[src/rtl/intercpu_sb_arbiter.sv]
// -----------------------------------------------------------------------------
// intercpu_sb_arbiter
// Arbitrates four CPUs onto a shared B register file. One transaction is in
// flight at a time and walks IDLE -> EXEC -> ACK. The winner is picked
// round-robin. A per-cluster test-and-set lock can fence writes and unlocks
// from other CPUs.
//
// Ports
//   i_clk, i_rst_n  clock and asynchronous active-low reset
//   i_req[3:0]      per-CPU request level, CPU k on bit k
//   i_op[7:0]       per-CPU opcode, CPU k at [2k+1:2k]
//                   (00 read, 01 write, 10 lock, 11 unlock)
//   i_cln[11:0]     per-CPU cluster number, CPU k at [3k+2:3k]
//   i_j[11:0]       per-CPU register index, CPU k at [3k+2:3k]
//   i_wdata[95:0]   per-CPU write data, CPU k at [24k+23:24k]
//   o_ack[3:0]      one-hot completion strobe, high for the single ACK cycle
//   o_err           error flag, valid with o_ack
//   o_rdata[23:0]   read or lock result, valid with o_ack
//   o_sb_we         write strobe to storage, high only in EXEC
//   o_sb_cln/o_sb_j cluster and register select for the write port and read mux
//   o_sb_wdata      write data to storage
//   i_sb_rdata      read-mux output for the current o_sb_cln/o_sb_j
// -----------------------------------------------------------------------------
module intercpu_sb_arbiter #(
    parameter int NCLUSTER = 5
) (
    input  logic        i_clk,
    input  logic        i_rst_n,
    input  logic [3:0]  i_req,
    input  logic [7:0]  i_op,
    input  logic [11:0] i_cln,
    input  logic [11:0] i_j,
    input  logic [95:0] i_wdata,
    output logic [3:0]  o_ack,
    output logic        o_err,
    output logic [23:0] o_rdata,
    output logic        o_sb_we,
    output logic [2:0]  o_sb_cln,
    output logic [2:0]  o_sb_j,
    output logic [23:0] o_sb_wdata,
    input  logic [23:0] i_sb_rdata
);

    typedef enum logic [1:0] {
        ST_IDLE = 2'd0,
        ST_EXEC = 2'd1,
        ST_ACK  = 2'd2
    } state_t;

    localparam logic [1:0] OP_READ   = 2'b00;
    localparam logic [1:0] OP_WRITE  = 2'b01;
    localparam logic [1:0] OP_LOCK   = 2'b10;
    localparam logic [1:0] OP_UNLOCK = 2'b11;

    // Cluster numbers are 3 bits wide, so NCLUSTER is meaningful up to 7.
    localparam logic [3:0] NCL_W = 4'(NCLUSTER);

    // Round-robin pick starting at ptr; returns {found, index}.
    function automatic logic [2:0] rr_pick(input logic [3:0] req, input logic [1:0] ptr);
        logic       found;
        logic [1:0] idx;
        logic [1:0] cand;
        found = 1'b0;
        idx   = 2'd0;
        for (int i = 0; i < 4; i++) begin
            cand = ptr + 2'(i);
            if (!found && req[cand]) begin
                found = 1'b1;
                idx   = cand;
            end else begin
                found = found;
            end
        end
        return {found, idx};
    endfunction

    state_t          state_r;
    logic [1:0]      ptr_r;
    logic [7:0]      lock_r;
    logic [7:0][1:0] owner_r;

    // Transaction context captured when the winner is granted.
    logic [1:0]      win_r;
    logic [1:0]      op_r;
    logic [2:0]      cln_r;
    logic            err_r;
    logic            old_lock_r;

    logic [2:0]      pick_s;
    logic            any_s;
    logic [1:0]      win_s;
    logic [2:0]      op_base_s;
    logic [3:0]      sel_base_s;
    logic [6:0]      wd_base_s;
    logic [1:0]      sel_op_s;
    logic [2:0]      sel_cln_s;
    logic [2:0]      sel_j_s;
    logic [23:0]     sel_wdata_s;
    logic            cln_ok_s;
    logic            cur_lock_s;
    logic [1:0]      cur_owner_s;
    logic            err_s;

    // Winner selection and error classification for the candidate in IDLE.
    always_comb begin
        pick_s      = rr_pick(i_req, ptr_r);
        any_s       = pick_s[2];
        win_s       = pick_s[1:0];
        op_base_s   = {win_s, 1'b0};
        sel_base_s  = 4'(win_s) * 4'd3;
        wd_base_s   = 7'(win_s) * 7'd24;
        sel_op_s    = i_op[op_base_s +: 2];
        sel_cln_s   = i_cln[sel_base_s +: 3];
        sel_j_s     = i_j[sel_base_s +: 3];
        sel_wdata_s = i_wdata[wd_base_s +: 24];
        cln_ok_s    = (sel_cln_s != 3'd0) && ({1'b0, sel_cln_s} <= NCL_W);
        cur_lock_s  = lock_r[sel_cln_s];
        cur_owner_s = owner_r[sel_cln_s];
        case (sel_op_s)
            OP_WRITE:  err_s = !cln_ok_s || (cur_lock_s && (cur_owner_s != win_s));
            // An unlocked cluster has no owner, so unlocking it is an error.
            OP_UNLOCK: err_s = !cln_ok_s || !(cur_lock_s && (cur_owner_s == win_s));
            default:   err_s = !cln_ok_s;
        endcase
    end

    // Transaction FSM, lock table and all registered outputs.
    always_ff @(posedge i_clk or negedge i_rst_n) begin
        if (!i_rst_n) begin
            state_r    <= ST_IDLE;
            ptr_r      <= 2'd0;
            lock_r     <= 8'd0;
            owner_r    <= '0;
            win_r      <= 2'd0;
            op_r       <= 2'd0;
            cln_r      <= 3'd0;
            err_r      <= 1'b0;
            old_lock_r <= 1'b0;
            o_ack      <= 4'd0;
            o_err      <= 1'b0;
            o_rdata    <= 24'd0;
            o_sb_we    <= 1'b0;
            o_sb_cln   <= 3'd0;
            o_sb_j     <= 3'd0;
            o_sb_wdata <= 24'd0;
        end else begin
            case (state_r)
                ST_IDLE: begin
                    o_ack   <= 4'd0;
                    o_err   <= 1'b0;
                    o_rdata <= 24'd0;
                    if (any_s) begin
                        win_r      <= win_s;
                        op_r       <= sel_op_s;
                        cln_r      <= sel_cln_s;
                        err_r      <= err_s;
                        old_lock_r <= cur_lock_s;
                        o_sb_cln   <= sel_cln_s;
                        o_sb_j     <= sel_j_s;
                        o_sb_wdata <= sel_wdata_s;
                        // Raised here so the strobe coincides with EXEC.
                        o_sb_we    <= (sel_op_s == OP_WRITE) && !err_s;
                        state_r    <= ST_EXEC;
                    end else begin
                        o_sb_we <= 1'b0;
                        state_r <= ST_IDLE;
                    end
                end
                ST_EXEC: begin
                    o_sb_we <= 1'b0;
                    o_ack   <= 4'b0001 << win_r;
                    o_err   <= err_r;
                    if (err_r) begin
                        o_rdata <= 24'd0;
                    end else begin
                        case (op_r)
                            OP_READ: o_rdata <= i_sb_rdata;
                            OP_LOCK: o_rdata <= {23'd0, old_lock_r};
                            default: o_rdata <= 24'd0;
                        endcase
                        if ((op_r == OP_LOCK) && !old_lock_r) begin
                            lock_r[cln_r]  <= 1'b1;
                            owner_r[cln_r] <= win_r;
                        end else if (op_r == OP_UNLOCK) begin
                            lock_r[cln_r]  <= 1'b0;
                            owner_r[cln_r] <= 2'd0;
                        end else begin
                            lock_r <= lock_r;
                        end
                    end
                    state_r <= ST_ACK;
                end
                ST_ACK: begin
                    o_ack   <= 4'd0;
                    o_err   <= 1'b0;
                    o_rdata <= 24'd0;
                    o_sb_we <= 1'b0;
                    ptr_r   <= win_r + 2'd1;
                    state_r <= ST_IDLE;
                end
                default: begin
                    o_ack   <= 4'd0;
                    o_err   <= 1'b0;
                    o_rdata <= 24'd0;
                    o_sb_we <= 1'b0;
                    state_r <= ST_IDLE;
                end
            endcase
        end
    end

endmodule
[config.mk]
export PLATFORM = sky130hd
export DESIGN_NAME = intercpu_sb_arbiter
export DESIGN_NICKNAME = d
export VERILOG_FILES = /design/src/rtl/intercpu_sb_arbiter.sv
export SDC_FILE = /design/constraint.sdc
export NUM_CORES = 1
export LEC_CHECK = 0
export CAP_MARGIN = 20
export CELL_PAD_IN_SITES_DETAIL_PLACEMENT = 0
export CELL_PAD_IN_SITES_GLOBAL_PLACEMENT = 1
export CORE_MARGIN = 2
export CORE_UTILIZATION = 32
export DETAILED_ROUTE_END_ITERATION = 16
export HOLD_SLACK_MARGIN = 0.12
export PLACE_DENSITY_LB_ADDON = 0.1
export SLEW_MARGIN = 20
export SYNTH_ARGS = -nofsm -noshare
export SYNTH_HDL_FRONTEND = slang
export SYNTH_SLANG_ARGS = --single-unit
[constraint.sdc]
create_clock -name i_clk -period 7.9 [get_ports i_clk]
set_clock_uncertainty 0.05 [all_clocks]
set_input_delay 1.185 -clock i_clk [delete_from_list [all_inputs] [get_ports i_clk]]
set_output_delay 1.185 -clock i_clk [all_outputs]
set_load 0.01 [all_outputs]
# == Word level (Yosys, flattened, before mapping) ==
# Cells that the tools add are included.
# classes
n_addsub,4
multipliers,2
div,0
magnitude_cmp,8
n_eq_ne,8
shifts,5
muxes,39
n_bitwise,6
n_reduce_logical,24
# op_table
cell,n
96-bit by 8-bit variable part select with 24-bit output,1
24-bit two-way mux,2
24-bit one-hot mux with 2 select lines,1
16-bit two-way mux,2
12-bit by 5-bit variable part select with 3-bit output,2
16-bit bitwise AND,1
16-bit bitwise mux,1
8-bit two-way mux,2
16-bit inverter,1
1-bit two-way mux,14
2-bit by 3-bit < comparator with 1-bit output (second input constant),4
2-bit two-way mux,6
1-bit logical AND,9
8-bit bitwise AND,1
1-bit binary-select mux with 2-bit select,4
2-bit equality test (second input constant),4
3-bit by 4-bit < comparator with 1-bit output (second input constant),2
2-bit by 2-bit multiplier with 4-bit output (second input constant),2
8-bit inverter,1
8-bit bitwise OR,1
8-bit by 4-bit variable part select with 2-bit output,1
1-bit zero test,7
2-bit binary-select mux with 3-bit select,1
2-bit demux with 3-bit select,1
20 further kinds,25
# totals
reg_bits,94
latch_bits,0
ram_bits,0
mem_bits_ro,0
input_bits,158
output_inout_bits,60
word_cells,118
mem_count,0

# == Longest topological paths before layout ==
# depth
depth_word,25
depth_mapped,11
mapped_depth_nobuf,10

# == Worst setup path before layout ==
# Ideal clock, no wire load.
# synth_path
path_type,in2reg
from,input i_req[0]
to,register o_sb_we
setup_ns,0.121
t_arrival_ns,3.294
required_time_ns,7.729
setup_slack_ns,4.434
cell_stages,11
n_path_buf,1
cell_sequence,nor2b_1 o21ba_2 a211oi_4 mux2i_1 mux2_2 buf_6 a2111oi_2 nand4b_1 xnor2_1 o21ai_1 and4bb_1
# synth_between
elab_chain_cells,25
elab_cells_between_ends,47
cone_classes,mul: 1; order compare: 1; eq/ne: 4; shift: 2; mux: 23; reduce/logical: 16
# synth_lines
item,line,rtl
start: declaration,29,"input logic [3:0] i_req,"
1-bit binary-select mux with 2-bit select,67,if (!found && req[cand]) begin
1-bit two-way mux (not written as such),67,
1-bit two-way mux,67,
1-bit zero test,67,
1-bit logical AND,67,
1-bit two-way mux,67,
1-bit zero test,67,
1-bit logical AND,67,
[... 9 more ...],-,
1-bit logical AND,122,OP_UNLOCK: err_s = !cln_ok_s || !(cur_lock_s && (cur_owner_s == win_s));
1-bit zero test,122,
1-bit logical OR,122,
1-bit one-hot mux with 2 select lines,119,case (sel_op_s)
1-bit zero test,162,o_sb_we <= (sel_op_s == OP_WRITE) && !err_s;
1-bit logical AND,162,
1-bit two-way mux *,152,if (any_s) begin
1-bit two-way mux *,147,case (state_r)
end signal: assignment,162,
end: declaration,37,"output logic o_sb_we,"
# Mark *: on every way between the ends. The rest lies on a longest branch, timed or not. The select of a mux whose other input is x is not followed.
# A chain may end at the register's enable or synchronous reset.

# == Worst setup path in the final report ==
# layout_path
from,input i_req[0]
to,register err_r
# layout_between
elab_chain_cells,21
elab_cells_between_ends,44
cone_classes,mul: 1; order compare: 1; eq/ne: 4; shift: 2; mux: 21; reduce/logical: 15
# layout_lines
item,line,rtl
1-bit binary-select mux with 2-bit select,67,
1-bit two-way mux (not written as such),67,
1-bit two-way mux,67,
1-bit zero test,67,
1-bit logical AND,67,
1-bit two-way mux,67,
1-bit zero test,67,
1-bit logical AND,67,
[... 5 more ...],-,
12-bit by 5-bit variable part select with 3-bit output,113,sel_cln_s = i_cln[sel_base_s +: 3];
2-bit binary-select mux with 3-bit select,118,cur_owner_s = owner_r[sel_cln_s];
2-bit two-way mux (not written as such),118,
2-bit equality test,122,
1-bit logical AND,122,
1-bit zero test,122,
1-bit logical OR,122,
1-bit one-hot mux with 2 select lines,119,
end signal: assignment,156,err_r <= err_s;
end: declaration,86,logic err_r;
# Several ways; a longest one is shown, not always the timed one. The select of a mux whose other input is x is not followed.

==> results.md <==
- Status: finished, final reports clean
- Worst Setup Start Kind: input port
- R2r startpoint: ptr_r[0]$_DFFE_PN0N_
- Drt initial violations: 222
- Worst r2r dst: err_r$_DFFE_PN0P_
- Worst setup path end: err_r$_DFFE_PN0P_
- Max-cap violations: 0
- Crit path launch: i_req[0]
- Layout cells sized above 1: 0.0709
- Syn_nets: 736
- FF-to-FF path depth: 10
- PostCTS Resize Cnt: 0
- Sw Share: 0.407
- First-pass GRT wire length: 24.1 mm
- Dominant synthesized flop cell: dfrtp_1
- Gp weighted congestion: 0.854
- Sum Neg Setup Slack: 0 ns
- Leakage power: 3.38 nW
- Chip width: 127 um
- Root Buffer: clkbuf_16
- Sequential area share after synthesis: 0.485
- Mapped Cells: 574
- Seq pwr share: 0.326
- Std-Cell Rows: 44
- Via count: 4,660
- Worst slew pin tran: around 1.1 ns
- Comb pwr share: 0.503
- Num CTS Buffers: 9
- Initial Utilization: 0.331
- Chip height: 127 um
- Antenna violations before repair: 0
- Setup bufs post-CTS: 0
- Cell variety after synth: 41
- Nets: 933
- WL/cell: 15.8 um
- PD cells: 314 nW/um^2
- Residual DRC: 0
- Largest net degree at the start of global routing: 62
- Area growth, synth to finish: 53.7%
- Final Cycle Share: 0.549
- Drt total wl: 15.2 mm
- CP required: 8.12 ns
- Clock power share: 0.171
- R2R setup slack: 4.50 ns
- Core area: 14,600 sq um
- Post-Syn Area: 4850 sq um
- Clk buf depth: 2
- Final setup violation count: 0
- DP Area: 7170 sq um
- Total Routing Usage GR: 0.188
- Vias in the first global route: around 4,800
- Crit path time final: around 4.3 ns
- TritonCTS clock tree: yes
- # fillers: 1,386
- Internal power: 1.39 mW
- Routed Antenna Nets: 0
- Hold_buf cts: 0
- GRT overflow: 0
- RSZ-0062 raised after global routing: false
- Post-DP HPWL: 11.3 mm
- Critical Path AT: 4.56 ns
- First-pass DRT Iterations: 4
- Crit-path max FO: 33
- PortBufs: around 220
- CTS H-Tree Depth: 3
- Element type at the critical path end: flip-flop
- Clk slew on worst S/H paths: 0.07 ns
- Flops & latches, synth: 94
- Full die area: approximately 16,000 sq um
- Async S/R FF share, synth: 1.00
- Hold Path Class: flip-flop to flip-flop
- Worst vdd ir: roughly 0.00014 V
- Critical path class: input port to flip-flop
- Finished layout cell area: ~7400 sq um
- Synth Area per Inst: 8.44 sq um
- Diodes inserted: 0
- Yosys Warn Count: 0
- Relative slew slack: 0.282
- Num Clock Sinks: 94
- Net Sw Power: 952 uW
- Skew-Pair Late Insertion Delay: roughly 0.34 ns
- Number of flops mapped to enable cells by yosys: 0
- Vias/cell: 4.85
- Number of top-level pins: 218
- Peak Freq: 230 MHz
- Final Hold Vio Count: 0
- Final Max Tran Viols: 0
cells by family (layout without fill, tap and decap cells):
| family | count (synthesis) | after routing | synth area share |
|---|---|---|---|
| flip-flops | 94 | 94 | 0.485 |
| buffers and inverters | 45 | 247 | 0.0372 |
| multiplexers | 27 | 27 | 0.0620 |
| AND/OR/NAND/NOR | 363 | 363 | 0.342 |
| XOR/XNOR | 2 | 2 | 0.00361 |
| adder cells (fa/ha/maj) | 4 | 4 | 0.0103 |
| AO/OA/AOI/OAI | 39 | 39 | 0.0599 |
cells in the final DEF, fill, tap and decap left out, drive strengths merged:
cell / synthesis / final
a2111o: 2 / 2
a2111oi: 2 / 2
a211o: 2 / 2
a211oi: 4 / 4
a21o: 1 / 1
a31oi: 3 / 3
and2: 32 / 32
and3: 7 / 7
and4: 1 / 1
and4bb: 1 / 1
buf: 7 / 6
clkbuf: 29 / 9
clkdlybuf4s50: 0 / 216
clkinv: 0 / 6
dfrtp: 94 / 94
ha: 4 / 4
inv: 9 / 10
mux2: 24 / 24
mux2i: 3 / 3
nand2: 199 / 199
nand2b: 3 / 3
nand3: 98 / 98
nand3b: 2 / 2
nand4b: 3 / 3
nor2: 6 / 6
nor2b: 3 / 3
nor3: 1 / 1
nor3b: 3 / 3
nor4: 3 / 3
o2111ai: 4 / 4
o21ai: 17 / 17
o21ba: 2 / 2
o21bai: 1 / 1
o311a: 1 / 1
or3: 1 / 1
xnor2: 2 / 2
critical path: stages:
cell and delay [ns]:
clkdlybuf4s50_1 0.51, nor2b_1 0.25, o21ba_2 0.22, a211o_2 0.52, nand3_1 0.47, and3_1 0.32, a211oi_1 0.25, a31oi_1 0.08
mux2_2 0.32, o311a_1 0.35, o21ai_1 0.07
how the worst min path moves through the flow:
stage	startpoint	endpoint	cells past startpoint
after floorplan	err_r$_DFFE_PN0P_	o_rdata[0]$_DFF_PN0_	1
after global routing	o_sb_wdata[11]$_DFFE_PN0P_	o_sb_wdata[11]$_DFFE_PN0P_	2
final	o_sb_wdata[23]$_DFFE_PN0P_	o_sb_wdata[23]$_DFFE_PN0P_	2
after CTS	o_sb_wdata[23]$_DFFE_PN0P_	o_sb_wdata[23]$_DFFE_PN0P_	2
after global placement	o_sb_wdata[14]$_DFFE_PN0P_	o_sb_wdata[14]$_DFFE_PN0P_	2
after detailed placement	o_sb_wdata[23]$_DFFE_PN0P_	o_sb_wdata[23]$_DFFE_PN0P_	2
synthesized netlist by cell type (3+ instances only):
library cell,count,area [sq um]
o21ai_0,15,75.1
nand4b_1,3,26.3
nor2_1,6,22.5
o2111ai_1,4,35.0
mux2_2,24,270
buf_1,3,11.3
a211oi_1,3,22.5
and2_1,30,188
buf_2,3,15.0
nand3_1,98,490
nand2b_1,3,18.8
dfrtp_1,94,2350
inv_1,8,30.0
clkbuf_1,29,109
nor4_1,3,18.8
mux2i_1,3,30.0
nor2b_1,3,18.8
ha_1,4,50.1
a31oi_1,3,18.8
nand2_1,199,747
and3_1,7,43.8
nor3b_1,3,22.5
power groups by stage:
stage,registers [mW],logic (mW),clock network [mW]
6_report,0.763,1.18,0.399
5_1_grt,0.783,1.32,0.431
4_1_cts,0.763,1.19,0.411
3_5_place_dp,0.767,1.19,0
3_3_place_gp,0.764,1.16,0
2_1_floorplan,0.778,0.670,0
state kept, by name (all words and copies together) (netlist names), 3 cells and up, named ones only:
signal and cells:
cln_r 3, owner_r 16, o_rdata 24, o_ack 4, o_sb_wdata 24, o_sb_j 3
per-stage QoR:
stage	total power [mW]	cells	utilization	hold WS (ns)	setup slack, ns
global placement	1.93	943	0.488	0.408	2.98
floorplan	1.45	574	-	0.420	4.43
global route	2.54	960	0.509	0.454	3.32
CTS	2.37	960	0.508	0.429	3.11
detailed placement	1.96	944	0.489	0.412	2.76
finish	2.34	960	0.509	0.428	3.56
per-layer routing:
metal	GRT usage	vias to the layer above	wire (um)
met5	0	-	0
met4	0.0789	0	378
met3	0.0419	25	979
met2	0.320	158	7450
met1	0.231	2163	6380
li1	-	2314	-
layout make-up:
cell class / count / area, sq um / share of cell area
sequential: 94 / 2350 / 0.316
multi-input combinational: 435 / 2340 / 0.314
timing repair buffer: 222 / 2220 / 0.298
tap: 184 / 230 / 0.0309
clock buffer: 9 / 225 / 0.0302
clock inverter: 7 / 50.0 / 0.00672
inverter: 9 / 33.8 / 0.00454
No activity file was read; power rests on OpenSTA's default activity.
